==> config.mk <==
export PLATFORM = sky130hd
export DESIGN_NAME = vx_alu_subunit_router
export DESIGN_NICKNAME = d
export VERILOG_FILES = /design/src/rtl/vx_alu_subunit_router_pkg.sv /design/src/rtl/vx_alu_subunit_router_rr_arbiter.sv /design/src/rtl/vx_alu_subunit_router.sv
export SDC_FILE = /design/constraint.sdc
export NUM_CORES = 1
export LEC_CHECK = 0
export CORE_AREA = 2 2 159 161
export DETAILED_ROUTE_END_ITERATION = 6
export DIE_AREA = 0 0 161 163
export SLEW_MARGIN = 20
export SYNTH_ARGS = -nofsm -noshare
export SYNTH_HDL_FRONTEND = slang
export SYNTH_SLANG_ARGS = --single-unit
==> constraint.sdc <==
create_clock -name clk -period 4.1 [get_ports clk]
set_input_delay 1.23 -clock clk [delete_from_list [all_inputs] [get_ports clk]]
set_output_delay 1.23 -clock clk [all_outputs]
set_load 0.1 [all_outputs]
==> src/rtl/vx_alu_subunit_router_pkg.sv <==
`default_nettype none
// ============================================================================
// Module : vx_alu_subunit_router_pkg
// Brief  : Shared constants for the ALU sub-unit router: sub-unit indices,
//          outstanding-counter width and a select-width helper.
// Rev    : 1.0 - initial release
// ============================================================================
package vx_alu_subunit_router_pkg;

  // Sub-unit index assignment used by the issue decoder
  localparam int SUBUNIT_INT = 0;
  localparam int SUBUNIT_MDV = 1;
  localparam int SUBUNIT_RED = 2;

  // Width of each per-sub-unit in-flight counter (holds up to 15)
  localparam int CNT_W = 4;

  // Width of an index over n entries, never less than one bit
  function automatic int sel_width(input int n);
    return (n > 1) ? $clog2(n) : 1;
  endfunction

endpackage
`default_nettype wire

==> src/rtl/vx_alu_subunit_router_rr_arbiter.sv <==
`default_nettype none
// ============================================================================
// Module : vx_alu_subunit_router_rr_arbiter
// Brief  : Round-robin arbiter. Highest priority goes to the entry after the
//          last accepted grant; the pointer moves only when unlock is high.
// Rev    : 1.0 - initial release
// ============================================================================
module vx_alu_subunit_router_rr_arbiter #(
  parameter int NUM_REQS = 3
) (
  input  logic                        clk,
  input  logic                        reset,
  input  logic [NUM_REQS-1:0]         requests,
  input  logic                        unlock,
  output logic [NUM_REQS-1:0]         grant_onehot,
  output logic [$clog2(NUM_REQS)-1:0] grant_index,
  output logic                        grant_valid
);

  localparam int C_IDX_W = $clog2(NUM_REQS);
  localparam logic [C_IDX_W:0] C_NUM = (C_IDX_W + 1)'(NUM_REQS);

  logic [C_IDX_W-1:0] last_grant_q;
  logic [C_IDX_W-1:0] last_grant_d;
  logic [C_IDX_W:0]   w_sum;

  // Scan from lowest to highest priority so the highest-priority hit wins last
  always_comb begin
    grant_onehot = '0;
    grant_index  = '0;
    grant_valid  = 1'b0;
    w_sum        = '0;
    for (int k = NUM_REQS; k >= 1; k--) begin
      w_sum = {1'b0, last_grant_q} + (C_IDX_W + 1)'(k);
      if (w_sum >= C_NUM) begin
        w_sum = w_sum - C_NUM;
      end
      if (requests[w_sum[C_IDX_W-1:0]]) begin
        grant_valid  = 1'b1;
        grant_index  = w_sum[C_IDX_W-1:0];
        grant_onehot = '0;
        grant_onehot[w_sum[C_IDX_W-1:0]] = 1'b1;
      end
    end
  end

  // Advance the pointer only when the grant is actually taken
  always_comb begin
    last_grant_d = last_grant_q;
    if (unlock && grant_valid) begin
      last_grant_d = grant_index;
    end
  end

  // Pointer resets to the final entry so entry 0 wins first
  always_ff @(posedge clk or posedge reset) begin
    if (reset) begin
      last_grant_q <= C_IDX_W'(NUM_REQS - 1);
    end else begin
      last_grant_q <= last_grant_d;
    end
  end

endmodule
`default_nettype wire

==> src/rtl/vx_alu_subunit_router.sv <==
`default_nettype none
// ============================================================================
// Module : vx_alu_subunit_router
// Brief  : Routes ALU requests to one of NUM_SUBUNITS execution sub-units,
//          tracks in-flight counts per sub-unit, and merges the responses
//          through a round-robin arbiter into a one-entry output register.
// Rev    : 1.0 - initial release
// ============================================================================
module vx_alu_subunit_router
  import vx_alu_subunit_router_pkg::*;
#(
  parameter int                    NUM_SUBUNITS    = 3,
  parameter int                    REQ_DATAW       = 64,
  parameter int                    RSP_DATAW       = 64,
  parameter int                    MAX_OUTSTANDING = 4,
  parameter logic [NUM_SUBUNITS-1:0] SUBUNIT_EN    = '1
) (
  input  logic                              clk,
  input  logic                              reset,
  input  logic                              req_valid,
  input  logic [$clog2(NUM_SUBUNITS)-1:0]   req_sel,
  input  logic [REQ_DATAW-1:0]              req_data,
  output logic                              req_ready,
  output logic [NUM_SUBUNITS-1:0]           sub_req_valid,
  output logic [REQ_DATAW-1:0]              sub_req_data,
  input  logic [NUM_SUBUNITS-1:0]           sub_req_ready,
  input  logic [NUM_SUBUNITS-1:0]           sub_rsp_valid,
  input  logic [NUM_SUBUNITS*RSP_DATAW-1:0] sub_rsp_data,
  output logic [NUM_SUBUNITS-1:0]           sub_rsp_ready,
  output logic                              rsp_valid,
  output logic [RSP_DATAW-1:0]              rsp_data,
  output logic [$clog2(NUM_SUBUNITS)-1:0]   rsp_sel,
  input  logic                              rsp_ready,
  output logic                              err_illegal,
  output logic                              idle
);

  localparam int              C_SEL_W = $clog2(NUM_SUBUNITS);
  localparam logic [CNT_W-1:0] C_MAX  = CNT_W'(MAX_OUTSTANDING);

  logic [CNT_W-1:0]     cnt_q [NUM_SUBUNITS];
  logic [CNT_W-1:0]     cnt_d [NUM_SUBUNITS];
  logic                 rsp_valid_q, rsp_valid_d;
  logic [RSP_DATAW-1:0] rsp_data_q,  rsp_data_d;
  logic [C_SEL_W-1:0]   rsp_sel_q,   rsp_sel_d;
  logic                 err_q,       err_d;

  logic                    w_sel_en;
  logic                    w_sel_room;
  logic                    w_sel_rdy;
  logic                    w_illegal_req;
  logic                    w_arb_en;
  logic [NUM_SUBUNITS-1:0] w_grant_oh;
  logic [C_SEL_W-1:0]      w_grant_idx;
  logic                    w_grant_valid;

  assign sub_req_data = req_data;

  // Request path: look up the target, steer valid, and derive ready
  always_comb begin
    w_sel_en      = 1'b0;
    w_sel_room    = 1'b0;
    w_sel_rdy     = 1'b0;
    sub_req_valid = '0;
    for (int i = 0; i < NUM_SUBUNITS; i++) begin
      if (req_sel == C_SEL_W'(i)) begin
        w_sel_en   = SUBUNIT_EN[i];
        w_sel_room = (cnt_q[i] < C_MAX);
        w_sel_rdy  = sub_req_ready[i];
      end
      sub_req_valid[i] = req_valid && (req_sel == C_SEL_W'(i)) &&
                         SUBUNIT_EN[i] && (cnt_q[i] < C_MAX);
    end
    // Unmapped or absent targets are swallowed so the issue stage never hangs
    req_ready     = w_sel_en ? (w_sel_rdy && w_sel_room) : 1'b1;
    w_illegal_req = req_valid && !w_sel_en;
  end

  // Arbitrate whenever the output slot is free or being drained
  assign w_arb_en      = !rsp_valid_q || rsp_ready;
  assign sub_rsp_ready = w_arb_en ? w_grant_oh : '0;

  vx_alu_subunit_router_rr_arbiter #(
    .NUM_REQS (NUM_SUBUNITS)
  ) u_rsp_arb (
    .clk          (clk),
    .reset        (reset),
    .requests     (sub_rsp_valid),
    .unlock       (w_arb_en),
    .grant_onehot (w_grant_oh),
    .grant_index  (w_grant_idx),
    .grant_valid  (w_grant_valid)
  );

  // In-flight bookkeeping and sticky error detection
  always_comb begin
    err_d = err_q || w_illegal_req;
    for (int i = 0; i < NUM_SUBUNITS; i++) begin
      cnt_d[i] = cnt_q[i];
      if ((sub_req_valid[i] && sub_req_ready[i]) &&
          !(sub_rsp_valid[i] && sub_rsp_ready[i])) begin
        cnt_d[i] = cnt_q[i] + CNT_W'(1);
      end else if (!(sub_req_valid[i] && sub_req_ready[i]) &&
                   (sub_rsp_valid[i] && sub_rsp_ready[i]) &&
                   (cnt_q[i] != '0)) begin
        cnt_d[i] = cnt_q[i] - CNT_W'(1);
      end
      // A response with nothing outstanding is taken but flagged
      if (sub_rsp_valid[i] && sub_rsp_ready[i] && (cnt_q[i] == '0)) begin
        err_d = 1'b1;
      end
    end
  end

  // Output slot: load the granted response, hold it while stalled
  always_comb begin
    rsp_valid_d = rsp_valid_q;
    rsp_data_d  = rsp_data_q;
    rsp_sel_d   = rsp_sel_q;
    if (w_arb_en) begin
      rsp_valid_d = w_grant_valid;
      if (w_grant_valid) begin
        rsp_sel_d = w_grant_idx;
        for (int i = 0; i < NUM_SUBUNITS; i++) begin
          if (w_grant_oh[i]) begin
            rsp_data_d = sub_rsp_data[i*RSP_DATAW +: RSP_DATAW];
          end
        end
      end
    end
  end

  // Idle means nothing outstanding anywhere and the output slot empty
  always_comb begin
    idle = !rsp_valid_q;
    for (int i = 0; i < NUM_SUBUNITS; i++) begin
      if (cnt_q[i] != '0) begin
        idle = 1'b0;
      end
    end
  end

  // State registers with asynchronous clear
  always_ff @(posedge clk or posedge reset) begin
    if (reset) begin
      for (int i = 0; i < NUM_SUBUNITS; i++) begin
        cnt_q[i] <= '0;
      end
      rsp_valid_q <= 1'b0;
      rsp_data_q  <= '0;
      rsp_sel_q   <= '0;
      err_q       <= 1'b0;
    end else begin
      cnt_q       <= cnt_d;
      rsp_valid_q <= rsp_valid_d;
      rsp_data_q  <= rsp_data_d;
      rsp_sel_q   <= rsp_sel_d;
      err_q       <= err_d;
    end
  end

  assign rsp_valid   = rsp_valid_q;
  assign rsp_data    = rsp_data_q;
  assign rsp_sel     = rsp_sel_q;
  assign err_illegal = err_q;

endmodule
`default_nettype wire

==> out/qor.txt <==
Post-CTS Repair Setup Buffers: 0
Sequential fraction of the synthesis area: 31.5%
Top-area cell type share of the netlist area: 31.1%
R2R Setup Slk: 600 ps
Setup WS pre-CTS: -191 ps
Finished Core Util: 39.0%
Starting DRT DRC Count: 256
Clock skew: 4.75 ps
Fmax: 0.256 GHz
EDFF count, synth: 0
Detail Placement HPWL: 15700 µm
Worst path bufs/invs: 3
Initial antenna violation count: 0
Routability cong.: 0.827
Final ANT Viol Nets: 0
FFs w/ async S/R, synth: 100%
Cells after DPL: 1193
DRC violations left: 0
Worst setup EP type: primary output
Clock sinks: 81
Startpoint types: input port
Period utilisation layout: 95.5%
WL per Instance: 18.4 µm
Min cycle time layout: 3910 ps
Ports: 408
Clk buf depth: 2
Cts hold-fix bufs: 0
Layout Cells excl Fill: 1209
Clock Pin Slew Worst Setup and Hold Paths: 70 ps
Syn_area_per_cell: 9.52 µm²
Cell variety after synth: 50
PortBufs: 279
Mapped Cells: 676
Initial Util: 26.1%
Most used DFF post-synth: dfrtp_1
Share of layout cells above drive strength 1: 18.0%
Slowest-stage cell, CP: a222oi_1
Die Span Y: 163 µm
Post-synth top cells: dfrtp_1 (80), nand2_1 (80), a21boi_0 (66)
Synthesis-to-layout area growth: 49.3%
Vias in the first global route: 6038
Setup Crit Path Kind: input port to primary output
CTS root buffer: clkbuf_16
Diode count: 0
Slew margin rel.: 30.6%
Maxcap violations: 0
Main area contributors after synthesis: dfrtp_1 (31%), mux2_2 (9.1%), o22a_1 (8.7%), a21boi_0 (7.7%), buf_4 (7.6%)
Final hold vios: 0
Core Region: 0.0247 mm²
Total grt overflow: 0
Worst-path cell chain: clkbuf_2 > a22o_1 > a222oi_1 > buf_4 > nand3_2 > and2_4 > nor2_4 > buf_12
First-pass GRT wire length: 34100 µm
Die area: 0.0262 mm²
CTS tree: yes
Worst hold path type: flop to flop
Core Rows: 58
Register area: 0.00203 mm²
Area leader, netlist: dfrtp_1
Mapped Area: 0.00644 mm²
Fillers: 2496
Syn Nets: 958
Setup violators final: 0
Outcome: completed
Area occupied by multi-input gates: 0.00369 mm²
RSZ-0062 raised after global routing: false
Top delay family on crit path: compound AO/OA/AOI/OAI gates
Maximum fanout along the worst path: 4
Worst-Margin Slew: 1040 ps
Die width: 161 µm
Total Routing Usage GR: 16.5%
Nets: 1156
Critical Path AT: 2680 ps
Syn. warnings: 0
Num CTS Buffers: 9
Via density per instance: 4.93
Post-Route WL: 22300 µm
Setup tns final: 0 ps
DR vias: 5964
Largest net degree at the start of global routing: 130
Worst-Skew Late Latency: 340 ps
Peak per-stage delay on the critical path: 350 ps
H-Tree Depth: 3
Yosys reg bits: 81
Final WS setup: 187 ps
Worst endpoint required time: 2870 ps
Pre-antenna DRT Iters: 4
Slew Viols, Final: 0
per-stage QoR:
stage          hold slack [ps]  cell area (µm²)
3_3_place_gp               464             9320
4_1_cts                    479             9610
6_report                   476             9610
3_5_place_dp               464             9320
2_1_floorplan              447             6460
5_1_grt                    489             9610
repair_timing:
item                       in CTS  in global routing
gates cloned                    0                  0
hold endpoints to repair        0                  0
setup endpoints to repair       3                  2
pin swaps                       2                  3
resized for setup               6                  8
placed cells by master (no fill, tap or decap), types with 2 or more instances in the layout:
cell             Yosys  routed
xor2_1               6       6
xnor2_1              3       3
fa_1                 3       3
nor2b_1              2       2
o211ai_1            64      64
a211o_1              3       3
nor3_1               4       3
nand2_1             80      80
dfrtp_1             80      80
inv_1                8       7
mux2_2              52      51
nor2_4               0       3
nor4_1               3       3
nand2b_1             4       3
a21o_1               3       3
o22a_1              64      64
inv_6                0       4
buf_12               0      12
clkbuf_2             0       3
mux2_1               2       2
a21oi_1              7       7
or2_2                3       3
ha_1                11      10
and2_1               3       2
a31oi_1              2       2
buf_4               65      35
and3_1               5       4
o21ai_0              8       6
mux2_4              20      21
mux2i_1              7       7
clkbuf_16            0       9
and4_1               2       2
clkdlybuf4s50_1      0     264
nor3b_1              2       2
clkinv_4             0       2
a21boi_0            66      66
nor2_1              13       9
logic make-up (layout without fill, tap and decap cells):
kind of cell / count (synthesis) / in the layout / share of synthesized area [%]
buffers and inverters: 135 / 338 / 12.6
muxes: 81 / 81 / 15.2
DFF: 81 / 81 / 31.5
adders and majority gates: 14 / 14 / 3.07
xor gates and xnor gates: 9 / 9 / 1.22
AOI/OAI and AO/OA: 231 / 231 / 27.8
and+or+nand+nor: 125 / 125 / 8.63
routing by layer:
| layer | vias up | global-route usage (%) | wire length (µm) |
|---|---|---|---|
| met1 | 2882 | 20.2 | 9260 |
| met4 | 0 | 6.33 | 684 |
| met2 | 219 | 28.2 | 10900 |
| li1 | 2806 | - | - |
| met3 | 57 | 4.00 | 1440 |
| met5 | - | 0 | 0 |
area by class of cell:
type                            count  share of cell area [%]
Multi-Input combinational cell    460                    38.4
Tap cell                          330                    4.30
Sequential cell                    81                    21.1
Inverter                            8                   0.325
Timing Repair Buffer              314                    32.9
Clock inverter                      7                   0.625
Clock buffer                        9                    2.34
registers in the layout, indices dropped and copies added (netlist names):
| register | cells |
|---|---|
| rsp_data | 64 |
| cnt_q | 12 |
| u_rsp_arb.last_grant_q | 1 |
| rsp_sel | 2 |
| err_illegal | 1 |
| rsp_valid | 1 |
final timing paths:
kind / end / depth (start not counted) / start
worst max-delay path: sub_rsp_ready[2] / 8 / sub_rsp_valid[2]
worst min-delay path: cnt_q[3] / 1 / cnt_q[3]
worst max register to register: cnt_q[7] / 13 / u_rsp_arb.last_grant_q[1]
worst min register to register: cnt_q[3] / 1 / cnt_q[3]
max in group asynchronous: u_rsp_arb.last_grant_q[1] / 3 / reset
min in group asynchronous: rsp_data[55] / 2 / reset
Power is not shown: default switching activity piles up to over one toggle a cycle in this logic, so the estimate is an artifact.
